`src/rtl/adder_pkg.sv`:
```
// Shared definitions for the chunked adder.
//   adder_state_t : control FSM encoding (IDLE, BUSY, DONE).
//   calc_nchunk   : number of chunks per operation; returns 0 when WIDTH is
//                   not a positive multiple of CHUNK so the instantiating
//                   module can reject the configuration at elaboration.
package adder_pkg;

    typedef enum logic [1:0] {
        IDLE = 2'd0,
        BUSY = 2'd1,
        DONE = 2'd2
    } adder_state_t;

    function automatic int calc_nchunk(input int width, input int chunk);
        if (chunk < 1 || width < 1) begin
            return 0;
        end
        if ((width % chunk) != 0) begin
            return 0;
        end
        return width / chunk;
    endfunction

endpackage

```
`src/rtl/chunk_adder.sv`:
```
// Combinational CHUNK-bit ripple-carry adder built from fulladder cells.
// Ports:
//   a, b  : CHUNK-bit addends
//   cin   : carry into bit 0
//   s     : CHUNK-bit sum
//   cout  : carry out of the top bit
//   c_msb : carry into the top bit (needed for signed overflow)
module chunk_adder #(
    parameter int CHUNK = 4
) (
    input  logic [CHUNK-1:0] a,
    input  logic [CHUNK-1:0] b,
    input  logic             cin,
    output logic [CHUNK-1:0] s,
    output logic             cout,
    output logic             c_msb
);

    // Each bit keeps its own carry nets so the chain is a plain sequence of
    // separate wires rather than one vector that feeds back into itself.
    for (genvar i = 0; i < CHUNK; i++) begin : g_bit
        logic ci;
        logic co;

        if (i == 0) begin : g_first
            assign ci = cin;
        end else begin : g_next
            assign ci = g_bit[i-1].co;
        end

        fulladder u_fa (
            .a    (a[i]),
            .b    (b[i]),
            .cin  (ci),
            .s    (s[i]),
            .cout (co)
        );
    end

    assign cout  = g_bit[CHUNK-1].co;
    assign c_msb = g_bit[CHUNK-1].ci;

endmodule

```
`src/rtl/fulladder.sv`:
```
// Single-bit full adder, the leaf cell of the chunk ripple.
// Ports:
//   a, b, cin : addend bits and incoming carry
//   s         : sum bit
//   cout      : outgoing carry
module fulladder (
    input  logic a,
    input  logic b,
    input  logic cin,
    output logic s,
    output logic cout
);

    assign s    = a ^ b ^ cin;
    assign cout = (a & b) | (cin & (a ^ b));

endmodule

```
`src/rtl/chunked_adder.sv`:
```
// Multi-cycle adder: computes a + b + cin over WIDTH bits, CHUNK bits per
// clock, with the inter-chunk carry held in a register. Operands enter and
// the result leaves through valid/ready handshakes.
// Ports:
//   clk       : clock, rising edge
//   reset     : synchronous, active-high
//   in_valid  : operand set offered
//   in_ready  : block idle and able to accept operands
//   a, b      : WIDTH-bit operands
//   cin       : carry-in
//   out_valid : result available (registered)
//   out_ready : consumer takes the result
//   s         : registered sum, a + b + cin mod 2^WIDTH
//   cout      : registered unsigned carry-out
//   ovf       : registered signed overflow (carry into MSB ^ carry out of MSB)
module chunked_adder
    import adder_pkg::*;
#(
    parameter int WIDTH = 32,
    parameter int CHUNK = 4
) (
    input  logic             clk,
    input  logic             reset,
    input  logic             in_valid,
    output logic             in_ready,
    input  logic [WIDTH-1:0] a,
    input  logic [WIDTH-1:0] b,
    input  logic             cin,
    output logic             out_valid,
    input  logic             out_ready,
    output logic [WIDTH-1:0] s,
    output logic             cout,
    output logic             ovf
);

    localparam int NCHUNK = calc_nchunk(WIDTH, CHUNK);
    localparam int IDXW   = (NCHUNK > 1) ? $clog2(NCHUNK) : 1;
    localparam logic [IDXW-1:0] LAST_IDX = IDXW'(NCHUNK - 1);

    if (NCHUNK == 0) begin : g_param_check
        $error("chunked_adder: WIDTH (%0d) must be a positive multiple of CHUNK (%0d)",
               WIDTH, CHUNK);
    end

    adder_state_t     state;
    logic [WIDTH-1:0] a_sh;
    logic [WIDTH-1:0] b_sh;
    logic [WIDTH-1:0] sum_acc;
    logic [WIDTH-1:0] sum_next;
    logic             carry;
    logic [IDXW-1:0]  idx;
    logic [CHUNK-1:0] chunk_s;
    logic             chunk_cout;
    logic             chunk_cmsb;
    logic             accept;

    assign in_ready = (state == IDLE);
    assign accept   = in_valid && in_ready;

    chunk_adder #(
        .CHUNK (CHUNK)
    ) u_chunk (
        .a     (a_sh[CHUNK-1:0]),
        .b     (b_sh[CHUNK-1:0]),
        .cin   (carry),
        .s     (chunk_s),
        .cout  (chunk_cout),
        .c_msb (chunk_cmsb)
    );

    // The new chunk enters at the top of the accumulator; after NCHUNK shifts
    // the first (least significant) chunk has reached bit 0. Written with
    // shifts so CHUNK == WIDTH needs no special-case slicing.
    assign sum_next = (sum_acc >> CHUNK) | (WIDTH'(chunk_s) << (WIDTH - CHUNK));

    // NOTE: operand and accumulator registers are not reset; they are always
    // loaded on accept before any BUSY cycle reads them, and the control
    // registers below decide whether their contents ever become visible.
    always_ff @(posedge clk) begin
        if (accept) begin
            a_sh    <= a;
            b_sh    <= b;
            sum_acc <= '0;
        end else if (state == BUSY) begin
            a_sh    <= a_sh >> CHUNK;
            b_sh    <= b_sh >> CHUNK;
            sum_acc <= sum_next;
        end
    end

    // NOTE: every register here is assigned with <= so all of them update
    // from the same pre-edge values, independent of statement order.
    always_ff @(posedge clk) begin
        if (reset) begin
            state     <= IDLE;
            carry     <= 1'b0;
            idx       <= '0;
            out_valid <= 1'b0;
            s         <= '0;
            cout      <= 1'b0;
            ovf       <= 1'b0;
        end else begin
            case (state)
                IDLE: begin
                    if (in_valid) begin
                        carry <= cin;
                        idx   <= '0;
                        state <= BUSY;
                    end
                end

                BUSY: begin
                    carry <= chunk_cout;
                    idx   <= idx + 1'b1;
                    if (idx == LAST_IDX) begin
                        // Final chunk: its carries are those of the full MSB.
                        s         <= sum_next;
                        cout      <= chunk_cout;
                        ovf       <= chunk_cmsb ^ chunk_cout;
                        out_valid <= 1'b1;
                        state     <= DONE;
                    end
                end

                DONE: begin
                    if (out_ready) begin
                        out_valid <= 1'b0;
                        state     <= IDLE;
                    end
                end

                default: begin
                    out_valid <= 1'b0;
                    state     <= IDLE;
                end
            endcase
        end
    end

endmodule

```
`config.mk`:
```
export PLATFORM = sky130hd
export DESIGN_NAME = chunked_adder
export DESIGN_NICKNAME = d
export VERILOG_FILES = /design/src/rtl/adder_pkg.sv /design/src/rtl/chunk_adder.sv /design/src/rtl/fulladder.sv /design/src/rtl/chunked_adder.sv
export SDC_FILE = /design/constraint.sdc
export NUM_CORES = 1
export LEC_CHECK = 0
export ABC_CLOCK_PERIOD_IN_PS = 2330
export BUFFER_PORTS_ARGS = -buffer_cell sky130_fd_sc_hd__buf_4
export CORE_ASPECT_RATIO = 1.25
export CORE_UTILIZATION = 24
export DETAILED_ROUTE_END_ITERATION = 10
export PLACE_DENSITY = 0.41
export SLEW_MARGIN = 20
export SYNTH_ARGS = -nofsm -noshare
export SYNTH_HDL_FRONTEND = slang
export SYNTH_SLANG_ARGS = --single-unit
```
`constraint.sdc`:
```
create_clock -name clk -period 2.33 [get_ports clk]
set_input_delay 0.3495 -clock clk [delete_from_list [all_inputs] [get_ports clk]]
set_output_delay 0.3495 -clock clk [all_outputs]
set_load 0.01 [all_outputs]
```
==> Word level (Yosys, flattened, before mapping) <==
Index checks and enable logic that the tools add are counted.
{ "op_classes": {"bitwise_logic": 23, "n_reduce_logical": 8, "n_eq_ne": 6, "n_mux": 15, "n_addsub": 1} }
{ "op_table": {"columns": ["operator", "n"], "rows": [
  ["32-bit 2-to-1 mux", 4],
  ["28-bit by 32-bit OR with 32-bit output", 1],
  ["1-bit XOR", 9],
  ["1-bit bitwise AND", 8],
  ["2-bit 2-to-1 mux", 3],
  ["2-bit case mux with 3 select lines", 1],
  ["3-bit case mux with 2 select lines", 1],
  ["3-bit AND reduction", 2],
  ["2-bit != test (second input constant)", 2],
  ["1-bit OR", 4],
  ["2-bit AND reduction", 2],
  ["2-bit nonzero test", 2],
  ["3-bit by 1-bit adder with 3-bit output (second input constant)", 1],
  ["3-bit == test (second input constant)", 1],
  ["1-bit 2-to-1 mux", 3],
  ["3-bit 2-to-1 mux", 1],
  ["1-bit case mux with 3 select lines", 1],
  ["2-bit by 1-bit == test with 1-bit output (second input constant)", 1],
  ["2-bit == test (second input constant)", 1],
  ["2-bit zero test", 1],
  ["2-bit by 1-bit != test with 1-bit output (second input constant)", 1],
  ["1-bit case mux with 2 select lines", 1],
  ["1-bit logical AND", 1],
  ["1-bit NOT", 1]
]} }
{ "totals": {"wordCells": 63, "input_bits": 69, "reg_bits": 137, "output_inout_bits": 36} }

==> Logic depth before layout (Yosys ltp) <==
{ "depth": {"word_depth": 10, "depth_mapped": 10, "ltp_nobuf": 10} }

==> Modules after synthesis <==
From an unflattened synthesis, not the netlist that was laid out.
{ "hier_totals": {"cells_unflattened": 449, "hier_area_um2": 5212.5} }
{ "by_module_without_submodules": {"columns": ["mod", "instances", "cells_each", "area_each_um2", "seq_area_each_um2"], "rows": [
  ["chunked_adder", 1, 445, 5132.4, 3303.2],
  ["fulladder", 4, 1, 20.0, 0.0]
]} }

==> Least setup slack after synthesis <==
OpenSTA, ideal clock, no wires.
{ "synth_path": {"path_type": "input port to flip-flop", "startpoint": "input in_valid", "endpoint": "register carry", "setup_ns": 0.064, "stages": 4, "path_buffers": 1, "required_ns": 2.266, "setup_slack_ns": -0.066, "arrival_ns": 2.332, "path_cell_list": "clkbuf_1 > o21bai_1 > inv_1 > o221a_2"} }
{ "synth_between": {"elab_chain_len": 2} }
{ "synth_lines": {"columns": ["element", "line_no", "rtl"], "rows": [
  ["start, declared", "chunked_adder.sv:24", "input logic in_valid,"],
  ["2-bit != test (no line)", null, null],
  ["2-bit AND reduction (no line)", null, null],
  ["end signal, assigned", "chunked_adder.sv:106", "carry <= cin;"],
  ["end signal, assigned", "chunked_adder.sv:113", "carry <= chunk_cout;"],
  ["end, declared", "chunked_adder.sv:50", "logic carry;"]
]} }
No other way between the ends.
A chain may end at the register's enable or synchronous reset.

==> Worst setup path in the final report <==
{ "layout_path": {"startpoint": "register a_sh[0]", "endpoint": "register s[31]"} }
{ "layout_between": {"elab_chain_len": 9, "word_cells_on_any_way": 10, "cone_classes": "10 x bitwise"} }
{ "layout_lines": {"columns": ["element", "line_no", "rtl"], "rows": [
  ["start, declared", "chunked_adder.sv:46", "logic [WIDTH-1:0] a_sh;"],
  ["start signal, assigned", "chunked_adder.sv:85", "a_sh <= a_sh >> CHUNK;"],
  ["1-bit XOR", "fulladder.sv:15", "assign cout = (a & b) | (cin & (a ^ b));"],
  ["1-bit bitwise AND", "fulladder.sv:15", null],
  ["1-bit OR *", "fulladder.sv:15", null],
  ["1-bit bitwise AND *", "fulladder.sv:15", null],
  ["1-bit OR *", "fulladder.sv:15", null],
  ["1-bit bitwise AND *", "fulladder.sv:15", null],
  ["1-bit OR *", "fulladder.sv:15", null],
  ["1-bit XOR *", "fulladder.sv:14", "assign s = a ^ b ^ cin;"],
  ["28-bit by 32-bit OR with 32-bit output *", "chunked_adder.sv:74", "assign sum_next = (sum_acc >> CHUNK) | (WIDTH'(chunk_s) << (WIDTH - CHUNK));"],
  ["end signal, assigned", "chunked_adder.sv:117", "s <= sum_next;"],
  ["end, declared", "chunked_adder.sv:31", "output logic [WIDTH-1:0] s,"]
]} }
Every way passes the cells marked *; elsewhere a longest branch is shown, timed or not.

==> impl_results.md <==
- Post-CTS Hold Buffers: 0
- CTS buffer count: 17
- Commonest non-fill, non-tap cells in the layout: nand2_1, buf_4, dfxtp_1
- GPL Wtd Cong: 0.693
- Reg power frac: 47.9%
- Crit path DAT: 2540 ps
- HP Start: b[8]
- CTS root buf: clkbuf_16
- Worst hold path cell count: 2
- Area Overhead vs Synth: 31.2%
- Clk_skew: 9.48 ps
- Post-route ant nets: 0
- DRT Wirelength: 11600 microns
- Max Slew Vio Count: 0
- Largest family of logic cells by synthesized area: multiplexers
- Final hold viol count: 0
- Proportion of power drawn by the clock network: 43.4%
- Via density: 4.22
- Worst vdd ir: 0.489 mV
- FF-to-FF path depth: 8
- Post-Syn Area: 5220 sq um
- First-pass GRT wire length: 18800 microns
- Commonest non-fill, non-tap cell in the layout: nand2_1
- Htree depth: 4
- Cells after Synth: 449
- Antenna diode count: 0
- Worst-Margin Slew: 956 ps
- I/O pin count: 105
- Flop-to-flop setup slack: 120 ps
- Synth area leader: edfxtp_1
- Min cycle time layout: 2210 ps
- Fin Hold WS: 230 ps
- YS warnings: 0
- Worst setup SP type: register
- Post-synth cell types: 28
- Critical R2R Capture: s[31]
- CP Capture Type: register
- Pre-antenna DRT Iters: 4
- Clk slew on worst S/H paths: 60 ps
- DIE WIDTH: 134 microns
- RSZ-0062 raised after global routing: false
- Nets: 626
- Power density over the cells: 829 nW/um^2
- Critical path class: register to register
- P_int: 4.38 mW
- Net Switching: 1.30 mW
- Fmax achieved: 453 MHz
- Clock sink count: 133
- Skew-Pair Late Insertion Delay: 420 ps
- Row Count: 59
- Pin count of the biggest net entering global routing: 66
- Pwr Total: 5.68 mW
- Seq/Total Area, Yosys: 63.3%
- Average wire per standard cell: 13.9 microns
- Result of the run: finished, final reports clean
- Yosys reg bits: 133
- Req. time, crit path: 2660 ps
- Top cell type's share of synthesized area: 36.8%
- Overall Global Routing Usage: 11.1%
- Post-Synth Simple-Gate Area: 11.0%
- Die Height: 167 microns
- Worst reg2reg path startpoint: a_sh[0]
- Post-synthesis compound-gate area fraction: 7.26%
- PortBufs: 104
- Mapped Nets: 524
- Core Box Area: 21000 sq um
- Hold Path Class: primary input to register
- Mean Syn Cell Area: 11.6 sq um
- # DRC: 0
- Critical Path Fanout Max: 2
- Starting Density: 24.8%
- Clk buf depth: 2
- Synth Area in XOR/XNOR: 0.168%
- Max-Cap Viols: 0
- Initial drt markers: 149
- Synth area leaders: edfxtp_1, dfxtp_1, mux2_2, nand2_1, a21oi_1
- Synth Area in Adders: 2.01%
- DP Wirelength: 7720 microns
- Post-CTS Setup Bufs: 0
- Mux cell area share after synthesis: 12.8%
- Combinational share of power: 8.7%
- Hold Path End: b_sh[8]
- Via count: 3537
- Initial antenna violation count: 0
- Slew HR: 36.3%
- Post-layout util: 32.6%
- Final Cycle Share: 94.6%
- Final setup viols: 0
- Die ar.: 22400 sq um
- TritonCTS clock tree: built
- Switching share of power: 22.9%
- Leakage: 2.63 nW
- Layout cells sized above 1: 37.2%
- GR Overflow Total: 0
- Final TNS setup: 0 ps
- Vias in the first global route: 3711
[worst max path at each step]
stage / slack (ps) / from / cells past startpoint / to
3_5_place_dp: -30 / a_sh[0] / 8 / sum_acc[31]
5_1_grt: 50 / b_sh[0] / 8 / s[31]
6_report: 120 / a_sh[0] / 8 / s[31]
4_1_cts: 10 / a_sh[0] / 8 / s[31]
3_3_place_gp: 30 / a_sh[0] / 8 / s[31]
2_1_floorplan: 40 / in_valid / 4 / carry
[through the flow]
step	cell area (sq um)	setup slack, ps	instances
3_3_place_gp	6290	27.0	806
6_report	6850	125	838
5_1_grt	6850	52.8	838
4_1_cts	6830	11.9	838
2_1_floorplan	5230	43.8	449
3_5_place_dp	6290	-34.8	806
[sequential cells by signal, summed over array words and instances (netlist names)]
signal / flops
s: 32
idx: 3
a_sh: 32
carry: 1
out_valid: 1
sum_acc: 28
b_sh: 32
state: 2
cout: 1
ovf: 1
[cell usage after synthesis]
cell type / instances
nand2_1: 116
dfxtp_1: 69
edfxtp_1: 64
a21oi_1: 62
mux2_2: 49
clkbuf_1: 14
buf_2: 10
nor2_1: 10
and3_1: 8
inv_1: 8
mux2_4: 7
a211oi_1: 6
buf_1: 4
fa_1: 4
buf_6: 3
ha_1: 2
nand3_1: 2
and2_1: 1
and3b_1: 1
mux2i_1: 1
nand2b_1: 1
nand3b_1: 1
nor2b_1: 1
o21ai_0: 1
o21bai_1: 1
o221a_2: 1
or3b_1: 1
xnor2_1: 1
[power groups by stage]
stage | Clock (mW) | Sequential, mW | Combinational [mW]
after floorplan | 0 | 2.75 | 0.331
after global placement | 0 | 2.77 | 0.490
after detailed placement | 0 | 2.78 | 0.498
after CTS | 2.55 | 2.73 | 0.501
after global routing | 2.65 | 2.74 | 0.552
final | 2.46 | 2.72 | 0.494
[final cells by class]
cell class,count,area (sq um)
repair buffers,114,868
clock buffers,17,425
inverters,8,33.8
clock inverters,15,116
well taps,274,343
flip-flops and latches,133,3300
multi-input cells,277,1760
fillers,2199,14200
[metal layers]
layer	track usage [%]	routed length [microns]
met1	11.8	4630
met2	18.9	5890
met3	4.72	904
met4	5.04	210
met5	0	0
[logic make-up (layout without fill, tap and decap cells)]
| group | after synthesis | count (layout) |
|---|---|---|
| adders and majority gates | 6 | 6 |
| and+or+nand+nor | 142 | 142 |
| DFF | 133 | 133 |
| AOI/OAI and AO/OA | 71 | 71 |
| muxes | 57 | 57 |
| xor gates and xnor gates | 1 | 1 |
| buffers and inverters | 39 | 154 |
[critical path, cell delays in order, from the launching register on]
cell,delay [ps]
edfxtp_1,360
inv_1,80
fa_1,160
inv_1,60
fa_2,380
fa_2,360
inv_1,80
fa_2,460
a211oi_2,190
[repair_timing]
action / 4_1_cts / 5_1_grt
setup endpoints to repair: 2 / 4
endpoints found under the hold margin: 0 / 0
gates resized for setup: 1 / 5
cloned: 0 / 0
pin swaps: 0 / 3
(Power assumes the default switching activity.)
